===== src/rtl/isa_pkg.sv =====
// ISA definitions shared by the sequencer and its decoder: opcodes, ALU selects,
// instruction field positions and the control FSM state encoding.
package isa_pkg;

  localparam logic [3:0] OpAdd  = 4'b0000;
  localparam logic [3:0] OpSub  = 4'b0001;
  localparam logic [3:0] OpNot  = 4'b0010;
  localparam logic [3:0] OpAnd  = 4'b0011;
  localparam logic [3:0] OpOr   = 4'b0100;
  localparam logic [3:0] OpBz   = 4'b0110;
  localparam logic [3:0] OpBn   = 4'b0111;
  localparam logic [3:0] OpJmp  = 4'b1000;
  localparam logic [3:0] OpHalt = 4'b1111;

  localparam logic [2:0] AluAdd = 3'b000;
  localparam logic [2:0] AluSub = 3'b001;
  localparam logic [2:0] AluNot = 3'b010;
  localparam logic [2:0] AluAnd = 3'b011;
  localparam logic [2:0] AluOr  = 3'b100;

  localparam int unsigned OpcodeHi = 15;
  localparam int unsigned OpcodeLo = 12;
  localparam int unsigned RdHi     = 11;
  localparam int unsigned RdLo     = 9;
  localparam int unsigned Rs1Hi    = 8;
  localparam int unsigned Rs1Lo    = 6;
  localparam int unsigned Rs2Hi    = 5;
  localparam int unsigned Rs2Lo    = 3;
  localparam int unsigned OffHi    = 8;
  localparam int unsigned OffLo    = 0;

  typedef enum logic [2:0] {
    StIdle,
    StFetch,
    StDecode,
    StExecute,
    StWriteback,
    StHalt
  } state_e;

  typedef enum logic [1:0] {
    CondZero,
    CondNeg,
    CondAlways
  } br_cond_e;

  function automatic logic [15:0] sext_off9(input logic [8:0] off);
    return {{7{off[8]}}, off};
  endfunction

endpackage


===== src/rtl/instr_decoder.sv =====
// Combinational opcode decode: ALU select plus instruction-class flags.
module instr_decoder
  import isa_pkg::*;
(
  input  logic [3:0] opcode,
  output logic [2:0] alu_ctl,
  output logic       is_alu,
  output logic       is_branch,
  output br_cond_e   br_cond,
  output logic       is_halt,
  output logic       is_illegal
);

  always_comb begin
    alu_ctl    = AluAdd;
    is_alu     = 1'b0;
    is_branch  = 1'b0;
    br_cond    = CondAlways;
    is_halt    = 1'b0;
    is_illegal = 1'b0;
    unique case (opcode)
      OpAdd:  begin is_alu = 1'b1; alu_ctl = AluAdd; end
      OpSub:  begin is_alu = 1'b1; alu_ctl = AluSub; end
      OpNot:  begin is_alu = 1'b1; alu_ctl = AluNot; end
      OpAnd:  begin is_alu = 1'b1; alu_ctl = AluAnd; end
      OpOr:   begin is_alu = 1'b1; alu_ctl = AluOr;  end
      OpBz:   begin is_branch = 1'b1; br_cond = CondZero; end
      OpBn:   begin is_branch = 1'b1; br_cond = CondNeg;  end
      OpJmp:  begin is_branch = 1'b1; br_cond = CondAlways; end
      OpHalt: is_halt = 1'b1;
      default: is_illegal = 1'b1;
    endcase
  end

endmodule


===== src/rtl/alu_sequencer.sv =====
// Multi-cycle control unit: fetch over req/ack, decode, drive ALU and register file,
// and resolve branches from registered ALU flags.
module alu_sequencer
  import isa_pkg::*;
#(
  parameter logic [15:0] RESET_PC = 16'h0000
) (
  input  logic        clk,
  input  logic        rst_n,
  input  logic        start,
  output logic        imem_req,
  input  logic        imem_ack,
  input  logic [15:0] instr,
  output logic [15:0] pc,
  output logic [2:0]  rf_raddr1,
  output logic [2:0]  rf_raddr2,
  output logic [2:0]  rf_waddr,
  output logic        rf_we,
  output logic [2:0]  alu_control,
  output logic        upd_flag,
  input  logic        alu_zero,
  input  logic        alu_neg,
  output logic        busy,
  output logic        halted,
  output logic        illegal
);

  state_e      state_q, state_d;
  logic [15:0] pc_q, pc_d;
  logic [15:0] ir_q, ir_d;
  logic [2:0]  alu_ctl_q, alu_ctl_d;
  logic        flag_z_q, flag_z_d;
  logic        flag_n_q, flag_n_d;

  logic [2:0]  dec_alu_ctl;
  logic        dec_is_alu;
  logic        dec_is_branch;
  br_cond_e    dec_br_cond;
  logic        dec_is_halt;
  logic        dec_is_illegal;
  logic        br_taken;

  instr_decoder u_instr_decoder (
    .opcode     (ir_q[OpcodeHi:OpcodeLo]),
    .alu_ctl    (dec_alu_ctl),
    .is_alu     (dec_is_alu),
    .is_branch  (dec_is_branch),
    .br_cond    (dec_br_cond),
    .is_halt    (dec_is_halt),
    .is_illegal (dec_is_illegal)
  );

  always_comb begin
    br_taken = 1'b0;
    unique case (dec_br_cond)
      CondZero:   br_taken = flag_z_q;
      CondNeg:    br_taken = flag_n_q;
      CondAlways: br_taken = 1'b1;
      default:    br_taken = 1'b0;
    endcase
  end

  always_comb begin
    state_d   = state_q;
    pc_d      = pc_q;
    ir_d      = ir_q;
    alu_ctl_d = alu_ctl_q;
    flag_z_d  = flag_z_q;
    flag_n_d  = flag_n_q;
    unique case (state_q)
      StIdle: begin
        if (start) state_d = StFetch;
      end
      StFetch: begin
        if (imem_ack) begin
          ir_d    = instr;
          pc_d    = pc_q + 16'd1;
          state_d = StDecode;
        end
      end
      StDecode: begin
        // Load the select here so it is a registered value throughout EXECUTE.
        if (dec_is_alu) alu_ctl_d = dec_alu_ctl;
        state_d = dec_is_halt ? StHalt : StExecute;
      end
      StExecute: begin
        if (dec_is_alu) begin
          flag_z_d = alu_zero;
          flag_n_d = alu_neg;
          state_d  = StWriteback;
        end else begin
          // pc already points past the branch, so the target is relative to pc+1.
          if (dec_is_branch && br_taken) begin
            pc_d = pc_q + sext_off9(ir_q[OffHi:OffLo]);
          end
          state_d = StFetch;
        end
      end
      StWriteback: state_d = StFetch;
      StHalt:      state_d = StHalt;
      default:     state_d = StIdle;
    endcase
  end

  always_ff @(posedge clk) begin
    if (!rst_n) begin
      state_q   <= StIdle;
      pc_q      <= RESET_PC;
      ir_q      <= 16'h0000;
      alu_ctl_q <= AluAdd;
      flag_z_q  <= 1'b0;
      flag_n_q  <= 1'b0;
    end else begin
      state_q   <= state_d;
      pc_q      <= pc_d;
      ir_q      <= ir_d;
      alu_ctl_q <= alu_ctl_d;
      flag_z_q  <= flag_z_d;
      flag_n_q  <= flag_n_d;
    end
  end

  assign pc          = pc_q;
  assign rf_raddr1   = ir_q[Rs1Hi:Rs1Lo];
  assign rf_raddr2   = ir_q[Rs2Hi:Rs2Lo];
  assign rf_waddr    = ir_q[RdHi:RdLo];
  assign alu_control = alu_ctl_q;
  assign imem_req    = (state_q == StFetch);
  assign rf_we       = (state_q == StWriteback);
  assign upd_flag    = (state_q == StExecute) && dec_is_alu;
  assign illegal     = (state_q == StExecute) && dec_is_illegal;
  assign busy        = (state_q != StIdle) && (state_q != StHalt);
  assign halted      = (state_q == StHalt);

endmodule


===== config.mk =====
export PLATFORM = sky130hd
export DESIGN_NAME = alu_sequencer
export DESIGN_NICKNAME = d
export VERILOG_FILES = /design/src/rtl/isa_pkg.sv /design/src/rtl/instr_decoder.sv /design/src/rtl/alu_sequencer.sv
export SDC_FILE = /design/constraint.sdc
export NUM_CORES = 1
export LEC_CHECK = 0
export BUFFER_PORTS_ARGS = -buffer_cell sky130_fd_sc_hd__buf_4
export CELL_PAD_IN_SITES_DETAIL_PLACEMENT = 0
export CELL_PAD_IN_SITES_GLOBAL_PLACEMENT = 1
export CORE_ASPECT_RATIO = 1.75
export CORE_UTILIZATION = 41
export CTS_BUF_LIST = sky130_fd_sc_hd__clkbuf_2
export CTS_CLUSTER_SIZE = 40
export DETAILED_ROUTE_END_ITERATION = 8
export GPL_TIMING_DRIVEN = 0
export HOLD_SLACK_MARGIN = 0.15
export PLACE_DENSITY_LB_ADDON = 0.1
export RECOVER_POWER = 25
export SLEW_MARGIN = 15
export SYNTH_ARGS = -nofsm -noshare
export SYNTH_HDL_FRONTEND = slang
export SYNTH_HIERARCHICAL = 1
export SYNTH_SLANG_ARGS = --single-unit

===== constraint.sdc =====
create_clock -name clk -period 4.4 [get_ports clk]
set_clock_uncertainty 0.2 [all_clocks]
set_input_delay 0.22 -clock clk [delete_from_list [all_inputs] [get_ports clk]]
set_output_delay 0.22 -clock clk [all_outputs]
set_load 0.05 [all_outputs]

# After elaboration in Yosys (flattened, before gate mapping)
# Index checks and enable logic that the tools add are counted.
# totals
output_inout_bits,34
word_cells,61
in_bits,22
register_bits,40
# classes
add_sub_neg,2
eq_ne,20
mux,16
n_reduce_logical,17
# ops
op,n
16-bit two-way mux,3
16-bit one-hot mux with 2 select lines,1
3-bit one-hot mux with 6 select lines,1
"16-bit by 1-bit adder with 16-bit output, second input constant",1
16-bit adder,1
"4-bit by 3-bit == test with 1-bit output, second input constant",3
3-bit two-way mux,4
3-bit one-hot mux with 4 select lines,1
9-bit OR reduction,1
"4-bit by 2-bit == test with 1-bit output, second input constant",2
"4-bit == test, second input constant",2
2-bit AND reduction,4
"3-bit by 2-bit == test with 1-bit output, second input constant",2
"3-bit == test, second input constant",2
"2-bit != test, second input constant",3
5-bit OR reduction,1
"4-bit by 1-bit == test with 1-bit output, second input constant",1
1-bit logical AND,4
4-bit logical NOT,1
1-bit two-way mux,4
2-bit one-hot mux with 2 select lines,1
4-bit AND reduction,1
"3-bit by 1-bit == test with 1-bit output, second input constant",1
3-bit logical NOT,1
9 further kinds,9

# Longest topological paths before layout
# Gate-level depths: netlist of the first run.
# depth
word_depth,8
depth_mapped,12
depth_no_buf,10

# Cells and area by module
# The synthesis of the first run kept the hierarchy.
# modules_own_cells
module,area_each_um2,cells_per_inst,instances
alu_sequencer,2437.3,300,1
instr_decoder,116.4,15,1

# Worst setup path before layout of the first run
# No wires, ideal clock.
# synth_path
kind,reg-to-reg
startpoint,register state_q[1]
endpoint,register pc_q[14] (netlist: pc[14])
path_stages_with_launch,13
t_arrival_ns,3.001
path_buffers,2
path_slack_ns,1.132
path_cell_list,dfxtp_1 buf_2 and3b_1 clkbuf_1 nand2b_1 ha_1 fa_1 a21o_2 a221oi_4 a21oi_1 or4b_4 a21o_1 a21oi_2
# synth_between
elab_chain_cells,3
elab_cells_between_ends,8
cone_classes,eq/ne (5); mux (1); reduce/logical (2)
# synth_rtl
element,line_no,text
from (decl),alu_sequencer.sv:28,"state_e state_q, state_d;"
from (signal assigned),alu_sequencer.sv:107,state_q <= StIdle;
from (signal assigned),alu_sequencer.sv:114,state_q <= state_d;
3-bit by 2-bit == test with 1-bit output / 3-bit by 1-bit == test with 1-bit output (equally long branches),alu_sequencer.sv:70,unique case (state_q)
2-bit != test (no line) (tied with other cells),n/a,
4-bit AND reduction (no line),n/a,
to (signal assigned),alu_sequencer.sv:115,pc_q <= pc_d;
to (decl),alu_sequencer.sv:29,"logic [15:0] pc_q, pc_d;"
# Several ways; a longest one is shown, not always the timed one.
# A chain may end at the register's enable or synchronous reset.

# Final worst setup path of the first run
# Ends and elaborated chain as after synthesis.

==> results.md, run 1 <==
* Antenna fix cells at 0
* Largest net degree at the start of global routing at 14
* Drt pass-1 iters at 6
* Commonest non-fill, non-tap cell in the layout: nand2_1
* FFs w/ async S/R, synth at 0%
* Largest family of logic cells by synthesized area: simple AND/OR/NAND/NOR gates
* R2R setup slack at 0.73 ns
* Max transition margin at 60.3%
* XOR/XNOR Fraction of Synth Area at under 10%
* FMAX at approximately 270 MHz
* Dpl cells at between 400 and 500
* Max Used Layer: met4
* Clock root cell: clkbuf_2
* Area grow syn2layout at 29.3%
* Syn_area_per_cell at approximately 8.1 um2
* Worst Tran Pin Value at around 0.60 ns
* Grt ovf at 0
* Peak supply drop at just under 0.0002 V
* Die Y at 106 um
* Gpl congestion at roughly 0.90
* Placed cell area at 0.00306 mm2
* Detailed Route WL at 6.57 mm
* Remaining DRCs at 0
* Vias in the first global route at roughly 2500
* Min Clock Period, post-route at 3.67 ns
* Core area at approximately 0.006 mm2
* Post-synth top area share at a little under a third
* Post-Syn Nets at roughly 350
* Worst hold slack at around 0.25 ns
* Via count at between 2000 and 3000
* Clock sinks at 40
* Initial antenna violation count at 0
* Cell variety after synth at between 60 and 70
* Post-route cell area at ~0.0033 mm2
* Layout cells sized above 1 at between 20 and 25%
* Yosys reg bits at 40
* 1st-iter DRT viols at ~110
* # rows at 37
* Synth Cell Area at roughly 0.0026 mm2
* Dpl hpwl at 4.80 mm
* Critical path startpoint category: flip-flop
* Fin nets at ~430
* Crit-path max FO at 10
* CTS clk-pin slew, worst paths at between 0.2 and 0.25 ns
* Final Setup Violations at 0
* Pleak at between 1 and 1.5 nW
* DR WL met2 at 3.66 mm
* RSZ-0062 raised after global routing: false
* # Post-CTS Setup Buffers at 0
* H-Tree Depth at 2
* FILL cells at 632
* Number of max-cap violations at 0
* Width of the die at 61.7 um
* Synth area leaders: dfxtp_1 31%, nand2_1 8.5%, a21oi_1 7.1%
* PwrDens at approximately 250 mW/mm2
* Fraction of the mapped netlist area in adder cells at under 10%
* Tcrit/Tclk final at a little over four fifths
* Status: finished clean
* WL/cell at ~14 um
* Clock buffer depth at 2
* PortBufs at 55
* Fin. max-slew vios at 0
* Tot Pwr at 0.000816 W
* Most frequent cells in the layout: 58 x nand2_1, 46 x buf_4, 40 x dfxtp_1
* Post-Synth Simple-Gate Area at a little under a third
* Post-Route M1 WL at 2.56 mm
* EDFF count, synth at 0
* Synth Flop Type: dfxtp_1
* Via density at a little over 5
* Initial Util at 43.1%
* Area leader, netlist: dfxtp_1
* Total number of yosys warnings at 6
* Num CTS Buffers at 5
* Final std cells w/o fill at between 400 and 500
* Mux contribution to synthesized area at around 5.5%
* Synth Instances at roughly 320
* CTS tree: yes
* CP endpoint kind: flip-flop
* I/O pin cnt at 56
* Final Hold Fails at 0
* Overall Global Routing Usage at a little over a fifth
* Met3 wire len at around 190 um
* Compound-cell area share of the yosys netlist at 17.4%
* Sequential area share after synthesis at a little under a third
* Critical Path RT at ~4.6 ns
* Die area at approximately 0.0066 mm2
* First-pass GRT wire length at around 11 mm
* Worst hold path type: input pin to flip-flop
* Crit path DAT at just under 4 ns
* Setup TNS at 0 ns
* Crit path kind: flip-flop to flip-flop
* Clk Latency, worst-skew pair at ~0.4 ns
* Final ANT Viol Nets at 0
stage by stage:
step	util, %	worst slack (ns)
detailed placement	51.7	0.697
floorplan	-	1.13
global placement	51.7	0.773
CTS	56.8	0.678
finish	55.7	0.733
global route	55.7	0.518
cells in the mapped netlist, types with 2 or more instances:
cell type	instances
and4b_1	2
a21o_2	2
nand2_1	58
a21o_1	3
buf_6	3
mux2i_1	14
buf_2	3
nand3b_1	4
nand2b_1	9
a21oi_1	36
and2_1	8
o21ai_0	7
clkbuf_1	7
inv_1	3
a211oi_1	2
dfxtp_1	40
or4_1	3
xnor2_1	8
nand4_1	2
buf_4	9
o211ai_1	2
and3b_1	2
nand4b_1	3
nor2_1	18
nor3b_2	3
nor3b_1	2
nand3_1	7
nor2b_1	2
buf_1	2
nor3_1	6
or2_2	3
ha_1	8
and3_2	2
report_power, final:
group	internal [W]	switching (W)	leakage [nW]	total, W
Combinational	0.0000962	0.000151	1.05	0.000247
Sequential	0.000382	0.0000165	0.324	0.000398
Clock	0.0000367	0.000134	0.0226	0.000171
path summary, 6_finish.rpt:
path	from	to	depth (start not counted)
min reg2reg	ir_q[11]	ir_q[11]	2
max reg2reg	state_q[1]	pc[14]	12
min	start	state_q[0]	6
max	state_q[1]	pc[14]	12
kinds of logic after synthesis:
logic type | Yosys count
AND/OR/NAND/NOR | 144
AO/OA/AOI/OAI | 68
flip-flops | 40
buffers and inverters | 31
multiplexers | 14
XOR/XNOR | 9
adder cells (fa/ha/maj) | 9
area by class of cell:
type                            instances  area (um2)  share of cell area (%)
Clock buffer                            5        25.0                   0.758
Inverter                                4        15.0                   0.455
Buffer                                 27         178                    5.38
Timing Repair Buffer                   81         606                    18.3
Tap cell                               78        97.6                    2.96
Sequential cell                        40         801                    24.3
Multi-Input combinational cell        244        1560                    47.3
Clock inverter                          3        18.8                   0.569
critical path: stages, from the launching register on:
cell and delay (ns):
dfxtp_1 0.40, buf_2 0.22, and3b_1 0.21, clkbuf_1 0.33
nand2b_1 0.11, ha_1 0.23, fa_1 0.41, a21o_2 0.27
a221oi_4 0.26, a21oi_1 0.15, or4b_4 0.56, a21o_1 0.20
a21oi_2 0.12
layer usage:
metal,vias to the layer above,track usage (%)
met5,-,0
met1,1166,22.1
li1,1268,-
met3,16,3.77
met2,52,41.2
met4,0,8.73
registers in the layout, summed over array words and instances, names as in the netlist:
name / cells
alu_control: 3
flag_n_q: 1
flag_z_q: 1
ir_q: 16
pc: 16
state_q: 3
timing repair:
item                                   in CTS  in global routing
endpoints found under the hold margin      26                  0
hold buffers                               26                  0
gates resized for setup                     0                  0
Note: power is estimated with default switching activity, not from simulation.
==> run 2, diff against run 1 <==
Clock period 4.4 ns to 3.8 ns, I/O delays scaled along.
==> run 2 against run 1 <==
Net effect:
- first-iteration DRC count shrank 5.5%
- via count is 0.16% higher
- combinational power increased by 16%
- sequential power is 16% higher
- clock power rose by 16%
- sequential share of layout area about the same
- register-to-register slack worse by 0.48 ns
- total power grew 16%
- utilization is 0.063 points lower
- sequential cell count unchanged
- final cell count is 0.21% lower
- non-clock buffer count is 1 lower
- critical endpoint unchanged
==> results.md, run 2 (same netlist as run 1, synthesis figures left out) <==
* Status: finished clean
* Width of the die at 61.7 um (unchanged)
* Initial Util at 43.1% (unchanged)
* Critical path startpoint category: flip-flop
* Gpl congestion at 0.896 (unchanged)
* Tcrit/Tclk final at 93.3% (+9.9 points)
* H-Tree Depth at 2 (unchanged)
* Remaining DRCs at 0 (unchanged)
* Final ANT Viol Nets at 0 (unchanged)
* Crit path cell chain: buf_2 > and3b_1 > nand2b_1 > ha_1 > fa_1 > a21o_2 > a221oi_4 > a21oi_1 > or4b_4 > a21o_1 > a21oi_2
* Pleak at 1.39 nW (about the same)
* Worst Reg-to-Reg Cells at 11 (-1)
* Cts repair resizes at 0 (unchanged)
* Clock root cell: clkbuf_2
* PortBufs at 55 (unchanged)
* Grt ovf at 0 (unchanged)
* Overall Global Routing Usage at 21.9% (unchanged)
* Drt pass-1 iters at 6 (unchanged)
* Via density at 5.21 (+0.37%)
* Crit path DAT at 3.73 ns (-0.12 ns)
* Clk Latency, worst-skew pair at 0.42 ns (+0.02 ns)
* Area grow syn2layout at 29.1%
* Layout cells sized above 1 at 20.8% (+0.052 points)
* 1st-iter DRT viols at 103 (-5.5%)
* Dpl hpwl at 4.80 mm (unchanged)
* R2R setup slack at 0.26 ns (-0.48 ns)
* Terminus of the critical flop-to-flop path: pc[14]
* RSZ-0062 raised after global routing: false
* PwrDens at 287 mW/mm2 (+16%)
* Die area at 0.00656 mm2 (unchanged)
* Antenna fix cells at 0 (unchanged)
* Core area at 0.00593 mm2 (unchanged)
* WL/cell at 13.6 um (+0.10%)
* Largest net degree at the start of global routing at 14 (unchanged)
* Final Setup Violations at 0 (unchanged)
* Commonest non-fill, non-tap cell in the layout: nand2_1
* Most frequent cells in the layout: 58 x nand2_1, 46 x buf_4, 40 x dfxtp_1
* Vias in the first global route at 2503 (unchanged)
* Crit-path max FO at 11 (+1)
* Critical Path RT at 3.99 ns (-0.60 ns)
* Max transition margin at 60.3% (about the same)
* Detailed Route WL at 6.56 mm (-0.11%)
* Worst Tran Pin Value at 0.598 ns (-0.0000935 ns)
* Number of max-cap violations at 0 (unchanged)
* Via count at 2506 (+0.16%)
* # rows at 37 (unchanged)
* Initial antenna violation count at 0 (unchanged)
* Peak supply drop at 0.000230 V (+16%)
* Slowest CP cell: or4b_4
* I/O pin cnt at 56 (unchanged)
* Pre-CTS setup slack at 0.0972 ns (-0.600 ns)
* Clock buffer depth at 2 (unchanged)
* Min Clock Period, post-route at 3.54 ns (-0.122 ns)
* Crit path kind: flip-flop to flip-flop
* Num CTS Buffers at 5 (unchanged)
* Fin nets at 433 (-0.23%)
* Hold path start: start
* Fin. max-slew vios at 0 (unchanged)
* Reg-to-reg startpoint: state_q[1]
* Worst hold path type: input pin to flip-flop
* Hold Path Cell Cnt at 6 (unchanged)
* FMAX at 282 MHz (+3.5%)
* CP endpoint kind: flip-flop
* # Post-CTS Setup Buffers at 0 (unchanged)
* Clock sinks at 40 (unchanged)
* CTS tree: yes
* First-pass GRT wire length at 11.0 mm (unchanged)
* WHS Endpoint: state_q[0]
* Final Hold Fails at 0 (unchanged)
* CP max stage delay at 0.56 ns (about the same)
* Post-route setup slack at 0.255 ns (-0.478 ns)
* Setup TNS at 0 ns (unchanged)
* CTS clk-pin slew, worst paths at 0.25 ns (about the same)
* Die Y at 106 um (unchanged)
-- run 2: worst max-delay path by stage --
stage                           from  endpoint  slack, ns  depth (start not counted)
after floorplan           state_q[1]    pc[14]       0.53                         12
after global placement    state_q[1]    pc[14]       0.17                         12
after detailed placement  state_q[1]    pc[14]        0.1                         12
after CTS                 state_q[1]    pc[14]       0.08                         12
after global routing      state_q[1]    pc[14]       0.06                         11
final                     state_q[1]    pc[14]       0.26                         11
-- run 2: final cells by class --
cell class,instances,area [um2]
clock buffer,5,25.0
buffer,26,174
inverter,4,15.0
multi-input combinational,244,1560
fill,633,2630
tap,78,97.6
clock inverter,3,18.8
timing repair buffer,81,606
sequential,40,801
-- run 2: critical path, delay by kind of cell (launching register included) --
| kind | cells | cell delay [ns] |
|---|---|---|
| buffers and inverters | 1 | 0.22 |
| DFF | 1 | 0.40 |
| adders and majority gates | 2 | 0.63 |
| AOI/OAI and AO/OA | 5 | 1.00 |
| and+or+nand+nor | 3 | 1.08 |
-- run 2: routing by layer --
layer | wire length (um) | vias to the layer above | track usage (%) | share of wire, %
met2 | 3660 | 52 | 41.2 | 56
met3 | 186 | 16 | 3.77 | 2.8
met5 | 0 | - | 0 | 0
met4 | 161 | 0 | 8.73 | 2.5
met1 | 2550 | 1172 | 22.1 | 39
li1 | - | 1266 | - | -
-- run 2: where the power goes --
group	total (W)	internal (W)	switching (W)
sequential	0.000461	0.000442	0.0000191
combinational	0.000286	0.000111	0.000174
clock	0.000198	0.0000425	0.000155
total	0.000945	0.000596	0.000349
-- run 2: timing repair --
item | in CTS | in global routing
hold buffers | 26 | 0
hold endpoints to repair | 27 | 0
setup endpoints to repair | 0 | 3
-- run 2: metrics by stage --
step	utilization [%]	total power [W]	hold WS, ns	cells	area (um2)
after global placement	51.7	0.000736	0.238	448	3060
after global routing	55.6	0.000998	0.272	481	3300
after detailed placement	51.7	0.000738	0.242	448	3060
after CTS	56.8	0.000959	0.203	482	3370
after floorplan	-	0.000655	0.126	315	2550
final	55.6	0.000945	0.215	481	3300
==> run 3, diff against run 2 <==
Settings changed: ABC_AREA from default to 1, CORE_UTILIZATION 41 to 39, PLACE_DENSITY from default to 0.85, PLACE_DENSITY_LB_ADDON 0.1 to default.
==> run 3 against run 2 <==
Net effect:
- sequential cell count unchanged
- largest cell class unchanged
- maximum frequency increased by 9.4%
- worst setup slack improved by 0.31 ns
- critical endpoint is now pc[10]
- utilization decreased by 0.35 points
- count of clock-buffer cells in the layout increased by 1
==> results.md, run 3 <==
* 1st-iter DRT viols at 123 (+19%)
* Initial Util at 40.0% (-3.1 points)
* Area grow syn2layout at 38.1%
* # rows at 39 (+5.4%)
* Terminus of the critical flop-to-flop path: pc[10]
* Setup TNS at 0 ns (unchanged)
* Area leader, netlist: dfxtp_1
* Tcrit/Tclk final at 85.2% (-8.0 points)
* Synth Cell Area at 0.00260 mm2 (+1.8%)
* WHS Endpoint: ir_q[2]
* Width of the die at 63.7 um (+3.3%)
* R2R setup slack at 0.56 ns (+0.31 ns)
* Crit path kind: flip-flop to flip-flop
* Hold Path Cell Cnt at 2 (-4)
* Hold path start: ir_q[2]
* H-Tree Depth at 2 (unchanged)
* Reg-to-reg startpoint: state_q[1]
* Crit path DAT at 3.42 ns (-0.31 ns)
* Most instantiated cells after synthesis: 67 x nand2_1, 60 x nor2_1, 50 x inv_1
* Worst Reg-to-Reg Cells at 18 (+7)
* Synth area leaders: dfxtp_1 31%, nand2_1 9.7%, nor2_1 8.7%
* PortBufs at 55 (unchanged)
* Gr busiest metal: met2
* # Post-CTS Setup Buffers at 0 (unchanged)
* Initial antenna violation count at 0 (unchanged)
* Post-Syn Nets at 424 (+23%)
* Worst hold path type: flip-flop to flip-flop
* Met3 usage at 4.22% (+0.45 points)
* FMAX at 309 MHz (+9.4%)
* Die Y at 110 um (+3.4%)
* Overall Global Routing Usage at 23.0% (+1.1 points)
* Grt ovf at 0 (unchanged)
* Clock buffer depth at 2 (unchanged)
* Antenna fix cells at 0 (unchanged)
* Worst Tran Pin Value at 0.616 ns (+0.0182 ns)
* Synth Instances at 393 (+25%)
* Via count at 2858 (+14%)
* Status: finished clean
* Final Setup Violations at 0 (unchanged)
* Remaining DRCs at 0 (unchanged)
* Largest net degree at the start of global routing at 13 (-1)
* CTS tree: yes
* WL/cell at 12.8 um (-6.1%)
* FFs w/ async S/R, synth at 0% (unchanged)
* Yosys reg bits at 40 (unchanged)
* Clock root cell: clkbuf_2
* Dpl hpwl at 5.32 mm (+11%)
* RSZ-0062 raised after global routing: false
* Clk Latency, worst-skew pair at 0.45 ns (+0.03 ns)
* Top-count cell post-synth: nand2_1
* PwrDens at 342 mW/mm2 (+19%)
* Final ANT Viol Nets at 0 (unchanged)
* Max transition margin at 59.1% (-1.2 points)
* Layout cells sized above 1 at 16.6% (-4.2 points)
* EDFF count, synth at 0 (unchanged)
* Gpl congestion at 0.940 (+5.0%)
* Sequential area share after synthesis at 30.8% (-0.54 points)
* Core area at 0.00649 mm2 (+9.5%)
* Die area at 0.00701 mm2 (+6.8%)
* Cell variety after synth at 35 (-46%)
* First-pass GRT wire length at 12.4 mm (+13%)
* Syn_area_per_cell at 6.61 um2 (-18%)
* Num CTS Buffers at 5 (unchanged)
* Total number of yosys warnings at 6 (unchanged)
* Worst hold slack at 0.272 ns (+0.0564 ns)
* Detailed Route WL at 7.53 mm (+15%)
* Fin. max-slew vios at 0 (unchanged)
* Met1 Use GR at 22.6% (+0.54 points)
* Clock sinks at 40 (unchanged)
* Final core occ at 55.3% (-0.35 points)
* Commonest non-fill, non-tap cell in the layout: nand2_1
* Min Clock Period, post-route at 3.24 ns (-0.306 ns)
* CTS clk-pin slew, worst paths at 0.21 ns (-0.04 ns)
* Number of max-cap violations at 0 (unchanged)
* Drt pass-1 iters at 4 (-2)
* Pleak at 1.71 nW (+23%)
* Critical Path RT at 3.98 ns (about the same)
* Via density at 4.86 (-6.7%)
* Synth Flop Type: dfxtp_1
* Fin nets at 536 (+24%)
* Peak supply drop at 0.000254 V (+11%)
* Post-synth top area share at 30.8% (-0.54 points)
* Met2 global-route usage at 44.6% (+3.4 points)
* I/O pin cnt at 56 (unchanged)
* CP endpoint kind: flip-flop
* Most frequent cells in the layout: 67 x nand2_1, 60 x nor2_1, 50 x inv_1, 50 x dlygate4sd3_1, 48 x buf_4
* Final Hold Fails at 0 (unchanged)
* Crit-path max FO at 10 (-1)
* Vias in the first global route at 2786 (+11%)
* Critical path startpoint category: flip-flop
## run 3: critical path, cell delays in order (launching register included)
cell	delay, ns
dfxtp_1	0.35
buf_4	0.18
nand2_2	0.08
nor2_4	0.13
inv_1	0.08
clkbuf_1	0.21
or2_2	0.33
ha_1	0.21
fa_1	0.42
nand3_1	0.10
nand2_1	0.12
nand2_1	0.08
nand2_1	0.07
nand2_1	0.11
nor2_1	0.08
nor2_1	0.16
xor2_1	0.18
o21ai_1	0.07
inv_1	0.05
## run 3: layer usage
metal | routed length, um | vias up
met5 | 0 | -
met4 | 287 | 0
met3 | 238 | 19
met2 | 4120 | 60
met1 | 2880 | 1304
li1 | - | 1475
## run 3: worst max-delay path by stage
| stage | from | endpoint | cells after the start |
|---|---|---|---|
| final | state_q[1] | pc[10] | 18 |
| after global routing | state_q[0] | pc[10] | 17 |
| after CTS | state_q[1] | pc[10] | 18 |
| after detailed placement | state_q[1] | pc[10] | 18 |
| after global placement | state_q[1] | pc[10] | 18 |
| after floorplan | state_q[1] | pc[10] | 18 |
## run 3: cell type report
class                   instances  area [um2]
clock inverters                 2        11.3
well taps                      82         103
inverters                      55         206
fillers                       641        2900
flip-flops and latches         40         801
multi-input cells             276        1440
repair buffers                105         846
plain buffers                  22         149
clock buffers                   6        30.0
## run 3: kinds of logic after synthesis
logic type	synth area share, %
buffers and inverters	13.7
AOI/OAI and AO/OA	16.6
xor gates and xnor gates	3.71
adders and majority gates	4.62
and+or+nand+nor	30.6
DFF	30.8
## run 3: repair_timing
action	CTS	global route
hold buffers	50	0
gates resized for setup	0	0
hold endpoints to repair	40	0
## run 3: power by group
| group | internal [W] | switching, W | leakage (nW) |
|---|---|---|---|
| logic | 0.000186 | 0.000332 | 1.35 |
| clock network | 0.0000458 | 0.000158 | 0.0266 |
| registers | 0.000467 | 0.0000394 | 0.327 |
| total | 0.000699 | 0.000529 | 1.71 |
## run 3: metrics by stage
step / area (um2) / instances / setup WS (ns) / total power, W
after floorplan: 2600 / 393 / 0.981 / 0.000858
after global placement: 3110 / 530 / 0.563 / 0.000990
after detailed placement: 3110 / 530 / 0.570 / 0.000994
after CTS: 3660 / 588 / 0.515 / 0.00125
after global routing: 3590 / 588 / 0.336 / 0.00131
final: 3590 / 588 / 0.561 / 0.00123
